===== src/rtl/transmit_state_machine_pkg.sv =====
// rtl/transmit_state_machine_pkg.sv - shared eUSCI UART state encodings, line levels and bit-order helper
package transmit_state_machine_pkg;

    typedef enum logic [2:0] {
        IDLE   = 3'd0,
        LOAD   = 3'd1,
        START  = 3'd2,
        DATA   = 3'd3,
        PARITY = 3'd4,
        STOP1  = 3'd5,
        STOP2  = 3'd6
    } uart_state_t;

    localparam logic STARTBIT = 1'b0;
    localparam logic STOPBIT  = 1'b1;
    localparam logic PAR_ODD  = 1'b0;
    localparam logic PAR_EVEN = 1'b1;

    // Arranges the character so the next bit on the line is always bit 0.
    function automatic logic [7:0] tx_order(input logic [7:0] d, input logic msb, input logic b7);
        logic [7:0] m;
        logic [7:0] r;
        m = b7 ? {1'b0, d[6:0]} : d;
        for (int i = 0; i < 8; i++) begin
            r[i] = m[7-i];
        end
        if (!msb) begin
            return m;
        end
        return b7 ? {1'b0, r[7:1]} : r;
    endfunction

endpackage


===== src/rtl/transmit_state_machine_tx_parity_gen.sv =====
// rtl/transmit_state_machine_tx_parity_gen.sv - combinational odd/even parity over 7 or 8 data bits
module tx_parity_gen
    import transmit_state_machine_pkg::*;
(
    input  logic [7:0] data,
    input  logic       b7,
    input  logic       par,
    output logic       parity
);

    logic [7:0] masked;

    assign masked = b7 ? {1'b0, data[6:0]} : data;
    assign parity = (^masked) ^ (par == PAR_ODD);

endmodule


===== src/rtl/transmit_state_machine.sv =====
// rtl/transmit_state_machine.sv - eUSCI UART transmit engine; TX_BREAK_EN enables break frames via wUCTXBRK
module transmit_state_machine
    import transmit_state_machine_pkg::*;
(
    input  logic       MCLK,
    input  logic       reset,
    input  logic       BITCLK,
    input  logic       wUCPEN,
    input  logic       wUCPAR,
    input  logic       wUCMSB,
    input  logic       wUC7BIT,
    input  logic       wUCSPB,
`ifdef TX_BREAK_EN
    input  logic       wUCTXBRK,
`endif
    input  logic [7:0] TxData,
    input  logic       TxIFG,
    output logic       Tx,
    output logic       TxBEN,
    output logic       rSetTxIFG,
    output logic       TxBusy
);

    uart_state_t state, state_n;

    logic       bitclk_d;
    logic       tick;
    logic       tx, tx_n;
    logic       txben, txben_n;
    logic       busy, busy_n;
    logic       set_ifg, set_ifg_n;
    logic [2:0] bitcnt, bitcnt_n;
    logic [7:0] shreg;
    logic       latch, shift, eof;
    logic       pen_l, b7_l, spb_l, brk_l, parity_l;
    logic       brk_in, parity_in;
    logic [2:0] last_bit;

`ifdef TX_BREAK_EN
    assign brk_in = wUCTXBRK;
`else
    assign brk_in = 1'b0;
`endif

    tx_parity_gen u_parity (
        .data   (TxData),
        .b7     (wUC7BIT),
        .par    (wUCPAR),
        .parity (parity_in)
    );

    assign last_bit = b7_l ? 3'd6 : 3'd7;

    // Registered edge detect: the tick lands one MCLK after BITCLK is seen high.
    always_ff @(posedge MCLK) begin
        if (reset) begin
            bitclk_d <= 1'b0;
            tick     <= 1'b0;
        end else begin
            bitclk_d <= BITCLK;
            tick     <= BITCLK & ~bitclk_d;
        end
    end

    always_ff @(posedge MCLK) begin
        if (reset) begin
            state    <= IDLE;
            tx       <= STOPBIT;
            txben    <= 1'b0;
            busy     <= 1'b0;
            set_ifg  <= 1'b0;
            bitcnt   <= 3'd0;
            shreg    <= 8'd0;
            pen_l    <= 1'b0;
            b7_l     <= 1'b0;
            spb_l    <= 1'b0;
            brk_l    <= 1'b0;
            parity_l <= 1'b0;
        end else begin
            state   <= state_n;
            tx      <= tx_n;
            txben   <= txben_n;
            busy    <= busy_n;
            set_ifg <= set_ifg_n;
            bitcnt  <= bitcnt_n;
            if (latch) begin
                shreg    <= tx_order(TxData, wUCMSB, wUC7BIT);
                pen_l    <= wUCPEN;
                b7_l     <= wUC7BIT;
                spb_l    <= wUCSPB;
                brk_l    <= brk_in;
                parity_l <= parity_in;
            end else if (shift) begin
                shreg <= {1'b0, shreg[7:1]};
            end
        end
    end

    always_comb begin
        state_n   = state;
        tx_n      = tx;
        txben_n   = txben;
        busy_n    = busy;
        set_ifg_n = 1'b0;
        bitcnt_n  = bitcnt;
        latch     = 1'b0;
        shift     = 1'b0;
        eof       = 1'b0;

        case (state)
            IDLE: begin
                tx_n = STOPBIT;
                if (!TxIFG) begin
                    latch     = 1'b1;
                    set_ifg_n = 1'b1;
                    txben_n   = 1'b1;
                    busy_n    = 1'b1;
                    state_n   = LOAD;
                end
            end
            LOAD: begin
                if (tick) begin
                    state_n = START;
                    tx_n    = STARTBIT;
                end
            end
            START: begin
                if (tick) begin
                    state_n  = DATA;
                    bitcnt_n = 3'd0;
                    tx_n     = shreg[0] & ~brk_l;
                end
            end
            DATA: begin
                if (tick) begin
                    if (bitcnt == last_bit) begin
                        if (pen_l) begin
                            state_n = PARITY;
                            tx_n    = parity_l & ~brk_l;
                        end else begin
                            state_n = STOP1;
                            tx_n    = STOPBIT;
                        end
                    end else begin
                        bitcnt_n = bitcnt + 3'd1;
                        shift    = 1'b1;
                        tx_n     = shreg[1] & ~brk_l;
                    end
                end
            end
            PARITY: begin
                if (tick) begin
                    state_n = STOP1;
                    tx_n    = STOPBIT;
                end
            end
            STOP1: begin
                if (tick) begin
                    if (spb_l) begin
                        state_n = STOP2;
                        tx_n    = STOPBIT;
                    end else begin
                        eof = 1'b1;
                    end
                end
            end
            STOP2: begin
                if (tick) begin
                    eof = 1'b1;
                end
            end
            default: begin
                state_n = IDLE;
                tx_n    = STOPBIT;
                txben_n = 1'b0;
                busy_n  = 1'b0;
            end
        endcase

        // Chaining skips LOAD so the next start bit follows the last stop bit directly.
        if (eof) begin
            if (!TxIFG) begin
                latch     = 1'b1;
                set_ifg_n = 1'b1;
                state_n   = START;
                tx_n      = STARTBIT;
            end else begin
                state_n = IDLE;
                tx_n    = STOPBIT;
                txben_n = 1'b0;
                busy_n  = 1'b0;
            end
        end
    end

    assign Tx        = tx;
    assign TxBEN     = txben;
    assign rSetTxIFG = set_ifg;
    assign TxBusy    = busy;

endmodule


===== config.mk =====
export PLATFORM = sky130hd
export DESIGN_NAME = transmit_state_machine
export DESIGN_NICKNAME = d
export VERILOG_FILES = /design/src/rtl/transmit_state_machine_pkg.sv /design/src/rtl/transmit_state_machine_tx_parity_gen.sv /design/src/rtl/transmit_state_machine.sv
export SDC_FILE = /design/constraint.sdc
export NUM_CORES = 1
export LEC_CHECK = 0
export ABC_AREA = 1
export CAP_MARGIN = 25
export CORE_ASPECT_RATIO = 0.6
export CORE_UTILIZATION = 55
export DETAILED_ROUTE_END_ITERATION = 10
export HOLD_SLACK_MARGIN = 0.05
export PLACE_DENSITY = 0.81
export SLEW_MARGIN = 20
export SYNTH_ARGS = -nofsm -noshare
export SYNTH_HDL_FRONTEND = slang
export SYNTH_SLANG_ARGS = --single-unit

===== constraint.sdc =====
create_clock -name MCLK -period 4.6 [get_ports MCLK]
set_input_delay 0.69 -clock MCLK [delete_from_list [all_inputs] [get_ports MCLK]]
set_output_delay 0.69 -clock MCLK [all_outputs]
set_load 0.02 [all_outputs]

# [Yosys cells after proc, flatten, opt, wreduce, memory -nomap -nowiden]
# Index checks and enable logic that the tools add are counted.
[word_totals] reg_bits=24 out_inout_bits=4 wordCells=101 inputBits=17
[classes] bitwise=4 muxes=56 n_addsub=1 eq_ne=19 n_reduce_logical=8
[op_table] cell="$mux 8" count=6
[op_table] cell="$mux 3" count=12
[op_table] cell="$mux 1" count=31
[op_table] cell="$ne 3x3->1 const B" count=8
[op_table] cell="$pmux 3 s7" count=1
[op_table] cell="$eq 3x3->1 const B" count=3
[op_table] cell="$reduce_and 9->1" count=1
[op_table] cell="$ne 2x2->1 const B" count=4
[op_table] cell="$reduce_xor 8->1" count=1
[op_table] cell="$reduce_and 7->1" count=1
[op_table] cell="$eq 3x2->1 const B" count=2
[op_table] cell="$pmux 1 s2" count=3
[op_table] cell="$pmux 1 s6" count=1
[op_table] cell="$pmux 3 s2" count=1
[op_table] cell="$reduce_or 6->1" count=1
[op_table] cell="$reduce_and 4->1" count=1
[op_table] cell="$reduce_bool 2->1" count=2
[op_table] cell="$add 3x1->3 const B" count=1
[op_table] cell="$eq 3x1->1 const B" count=1
[op_table] cell="$eq 3x3->1" count=1
[op_table] cell="$logic_not 3->1" count=1
[op_table] cell="$mux 2" count=1
[op_table] cell="$not 1->1" count=2
[op_table] cell="$and 1x1->1" count=1
[op_table] cell="$xor 1x1->1" count=1

# [Depth between registers and ports, before layout]
[logic_depth] depth_word=8 depth_mapped=12 mapped_depth_nobuf=12

# [Cells and area by module]
# Synthesis repeated with hierarchy kept, for this count alone.
[unflattened] cells_unflattened=259 hier_area_um2=1624.1
[modules_own_cells] module="transmit_state_machine" cells_each=231 area_each_um2=1488.9 instances=1 seq_area_each_um2=480.5
[modules_own_cells] module="tx_parity_gen" cells_each=28 area_each_um2=135.1 instances=1 seq_area_each_um2=0.0

# [Worst setup path before layout]
# No wires, ideal clock.
[synth_timing] path_kind="in2reg" start="in TxIFG" end="reg shreg[4]" stages=8 setup_time_ns=0.068 slack_ns=3.083 arrival_ns=1.450 n_path_buf=1 required_time_ns=4.532 path_cell_list="inv_1 -> nand3_2 -> nand3_1 -> nand2_2 -> buf_6 -> o21ai_1 -> nand2_1 -> a21oi_2"
[synth_between] elab_chain_len=5 elab_cells_between_ends=6 cone_classes="mux: 5; reduce/logical: 1"
[synth_rtl] item="start: declaration" line="transmit_state_machine.sv:17" source="input logic TxIFG,"
[synth_rtl] item="$mux 1" line="transmit_state_machine.sv:113" source="if (!TxIFG) begin"
[synth_rtl] item="$mux 1" line="transmit_state_machine.sv:110" source="case (state)"
[synth_rtl] item="$mux 1" line="transmit_state_machine.sv:182" source="if (!TxIFG) begin"
[synth_rtl] item="$mux 1 (*)" line="transmit_state_machine.sv:181" source="if (eof) begin"
[synth_rtl] item="$mux 8 / $reduce_bool 2->1 (equally long branches)"
[synth_rtl] item="end signal: assignment" line="transmit_state_machine.sv:87" source="shreg <= tx_order(TxData, wUCMSB, wUC7BIT);"
[synth_rtl] item="end signal: assignment" line="transmit_state_machine.sv:94" source="shreg <= {1'b0, shreg[7:1]};"
[synth_rtl] item="end: declaration" line="transmit_state_machine.sv:33" source="logic [7:0] shreg;"
# Mark *: on every way between the ends. The rest lies on a longest branch, timed or not.
# A chain may end at the register's enable or synchronous reset.

# [Final worst setup path]
[layout_timing] start="in wUC7BIT" end="reg shreg[0]"
[layout_between] elab_chain_len=4
[layout_rtl] item="start: declaration" line="transmit_state_machine.sv:11" source="input logic wUC7BIT,"
[layout_rtl] item="$mux 8" line="transmit_state_machine_pkg.sv:23" source="m = b7 ? {1'b0, d[6:0]} : d;"
[layout_rtl] item="$mux 8 (*) (2 in series)" line="transmit_state_machine_pkg.sv:30" source="return b7 ? {1'b0, r[7:1]} : r;"
[layout_rtl] item="$mux 8 (*)" line="transmit_state_machine.sv:86" source="if (latch) begin"
# Marked as above.

==> reports/results.ini <==
[outcome]
outcome=complete, no violations

[global_routing]
grt_usage=0.2548
grt_pass1_wl_um=5844
grt_max_degree=16
antenna_found_initial=0
grt_remaining_overflow=0
grt_pass1_vias=1225

[timing]
setup_viol=0
max_freq_mhz=497.3
clock-skew-final_ns=0.003193
hold_viol=0
rsz0062_at_grt=false
report.final.slew_viol_count=0
min_period_ns=2.011
period_share=0.4371
slew_headroom=0.6799
fin_tns_setup_ns=0
tightest_slew_ns=0.4786

[drt]
wirelength_um=3614
viasPerCell=5.289
wl_met2_um=1178
wire_per_inst_um=12.13
top_layer=met4
remaining_drc_errors=0
vias=1576
wl_met1_um=2073
dr_wl_met3_um=327
drt_iter0_markers=151
ant_nets=0
dr.pass1.iters=5

[floorplanning]
dieArea_um2=3035
die_width_um=70.46
die_h_um=43.08
rows=14
top_level_ports=21
start_util=0.6006
core_area_um2=2575

[critical_path]
endpoint=shreg[0]
reg2reg_depth=9
r2r_end=shreg[4]
path_max_fanout=11
cp_cell_sequence=clkdlybuf4s50_1, inv_1, nand2_1, o21ai_0, a21oi_1, nand2_1, nand2_1, a21oi_1
r2r-start=state[0]
cp_common_cell=nand2_1
crit_path_end_kind=flip-flop
startpoint=wUC7BIT
cp_slowest_cell=clkdlybuf4s50_1
r2r_setup_slack_ns=2.80
critPathKind=input port to flip-flop
cp-start-kind=input port
critPathMaxStageDelay_ns=0.69
worstPathArrival_ns=2.16
crit_required_ns=4.74

[cells_and_area]
nets=289
drive_gt1_frac=0.08647
layout.cells.most_common=nand2_1
fin_util=0.7051
layout_common_cells=nand2_1 (67), inv_1 (36), dfxtp_1 (24)
syn_to_final_growth_pct=17.39
diodes=0

[cts]
tritoncts=built
root_buffer=clkbuf_8
ctsResizeCount=0
clkLatencyLatePin_ns=0.27
cts_buffers=3
ctsHoldBuffers=0
cts_max_level=1
cts.clk_slew.worst_paths_ns=0.09
postCtsSetupRepairBufs=0
cts_buffer_depth=2
clock-sinks=24

[power_and_ir_drop]
power.density_nw_per_um2=439.1
irDropWorstVdd_mv=0.2451
power.internal_mw=0.4696
p_clk_frac=0.184
netSwitchingPower_mw=0.3276
power_frac_comb=0.459
leakage_nw=0.8750
seqPwrFrac=0.357
swShare=0.4110

[run]
max_cap_viol_count=0

[placement]
dpl.hpwl_um=2869
globalplace.congestion=0.9606
port_buffers=20

[synthesis]
syn_area_per_cell_um2=6.261
synth_nets=269
yosys_warnings=0
syn_area_um2=1546
synthCells=247
yosysUniqueCellTypes=28
yosysSeqAreaShare=0.3107
synth.ff_latch_count=24

[min_path]
hp-class=flip-flop to flip-flop

[metal layers]
metal  up-vias  track usage
li1        829            -
met1       683       0.4423
met2        60       0.2781
met3         4      0.06176
met4         0      0.07200
met5         -            0
[power groups by stage]
stage | sequential [mW] | combinational [mW] | clock (mW)
4_1_cts | 0.284 | 0.360 | 0.146
3_3_place_gp | 0.289 | 0.358 | 0
5_1_grt | 0.288 | 0.405 | 0.153
6_report | 0.284 | 0.366 | 0.147
3_5_place_dp | 0.289 | 0.358 | 0
2_1_floorplan | 0.297 | 0.250 | 0
[per-stage QoR]
| step | cells | cell area [um^2] | hold slack [ns] | total power [mW] | worst slack [ns] |
|---|---|---|---|---|---|
| finish | 298 | 1815 | 0.4004 | 0.7972 | 2.589 |
| global route | 298 | 1815 | 0.4159 | 0.8452 | 2.336 |
| CTS | 298 | 1815 | 0.4071 | 0.7896 | 2.620 |
| detailed placement | 294 | 1760 | 0.3953 | 0.6472 | 2.341 |
| global placement | 294 | 1760 | 0.3790 | 0.6470 | 2.361 |
| floorplan | 247 | 1546 | 0.3743 | 0.5466 | 3.083 |
[Yosys cell counts]
library cell	instances	area share
o21ai_0	13	0.042
nor2_1	21	0.051
inv_4	2	0.0081
a211oi_1	1	0.0049
inv_2	2	0.0049
nand2_2	4	0.016
nor2_2	1	0.0040
o311ai_0	1	0.0057
nand2_4	2	0.015
or2_2	1	0.0040
o211ai_1	1	0.0049
clkbuf_1	4	0.0097
nand4_1	1	0.0040
o21ai_2	1	0.0057
nand3_2	2	0.013
a21boi_0	1	0.0049
dfxtp_1	24	0.31
buf_6	1	0.0073
nor2_4	1	0.0073
a21oi_2	3	0.017
inv_1	36	0.087
o21ai_1	6	0.019
nand3_1	20	0.065
nor3_1	3	0.0097
ha_1	5	0.040
nand2_1	67	0.16
a21oi_1	21	0.068
o22ai_1	2	0.0081
[worst min-delay path by stage]
stage,endpoint,start,slack (ns),depth (start not counted)
after floorplan,tick,bitclk_d,0.37,1
after global placement,tick,bitclk_d,0.38,1
after detailed placement,tick,bitclk_d,0.40,1
after CTS,tick,bitclk_d,0.41,1
after global routing,tick,bitclk_d,0.42,1
final,tick,bitclk_d,0.40,1
[worst max-delay path, delay by kind of cell]
| kind | cells | cell delay, ns |
|---|---|---|
| simple gates | 3 | 0.30 |
| buf+inv | 2 | 0.85 |
| compound gates | 3 | 0.29 |
[cell type report]
type                    instances  area (um^2)
flip-flops and latches         24        480.5
clock buffers                   4        55.05
repair buffers                 20        200.2
well taps                      32        40.04
inverters                      40        155.1
multi-input cells             178        884.6
fillers                       231        759.5
[cell families after synthesis]
logic type,share of synthesized area
AO/OA/AOI/OAI,0.1804
adder cells (fa/ha/maj),0.04045
buffers and inverters,0.1173
flip-flops,0.3107
AND/OR/NAND/NOR,0.3511
[state kept, by name (all words and copies together), names as in the netlist]
signal     cells
shreg          8
bitcnt         3
state          3
Tx             1
TxBEN          1
TxBusy         1
b7_l           1
bitclk_d       1
parity_l       1
pen_l          1
rSetTxIFG      1
spb_l          1
tick           1
No activity file was read; power rests on OpenSTA's default activity.
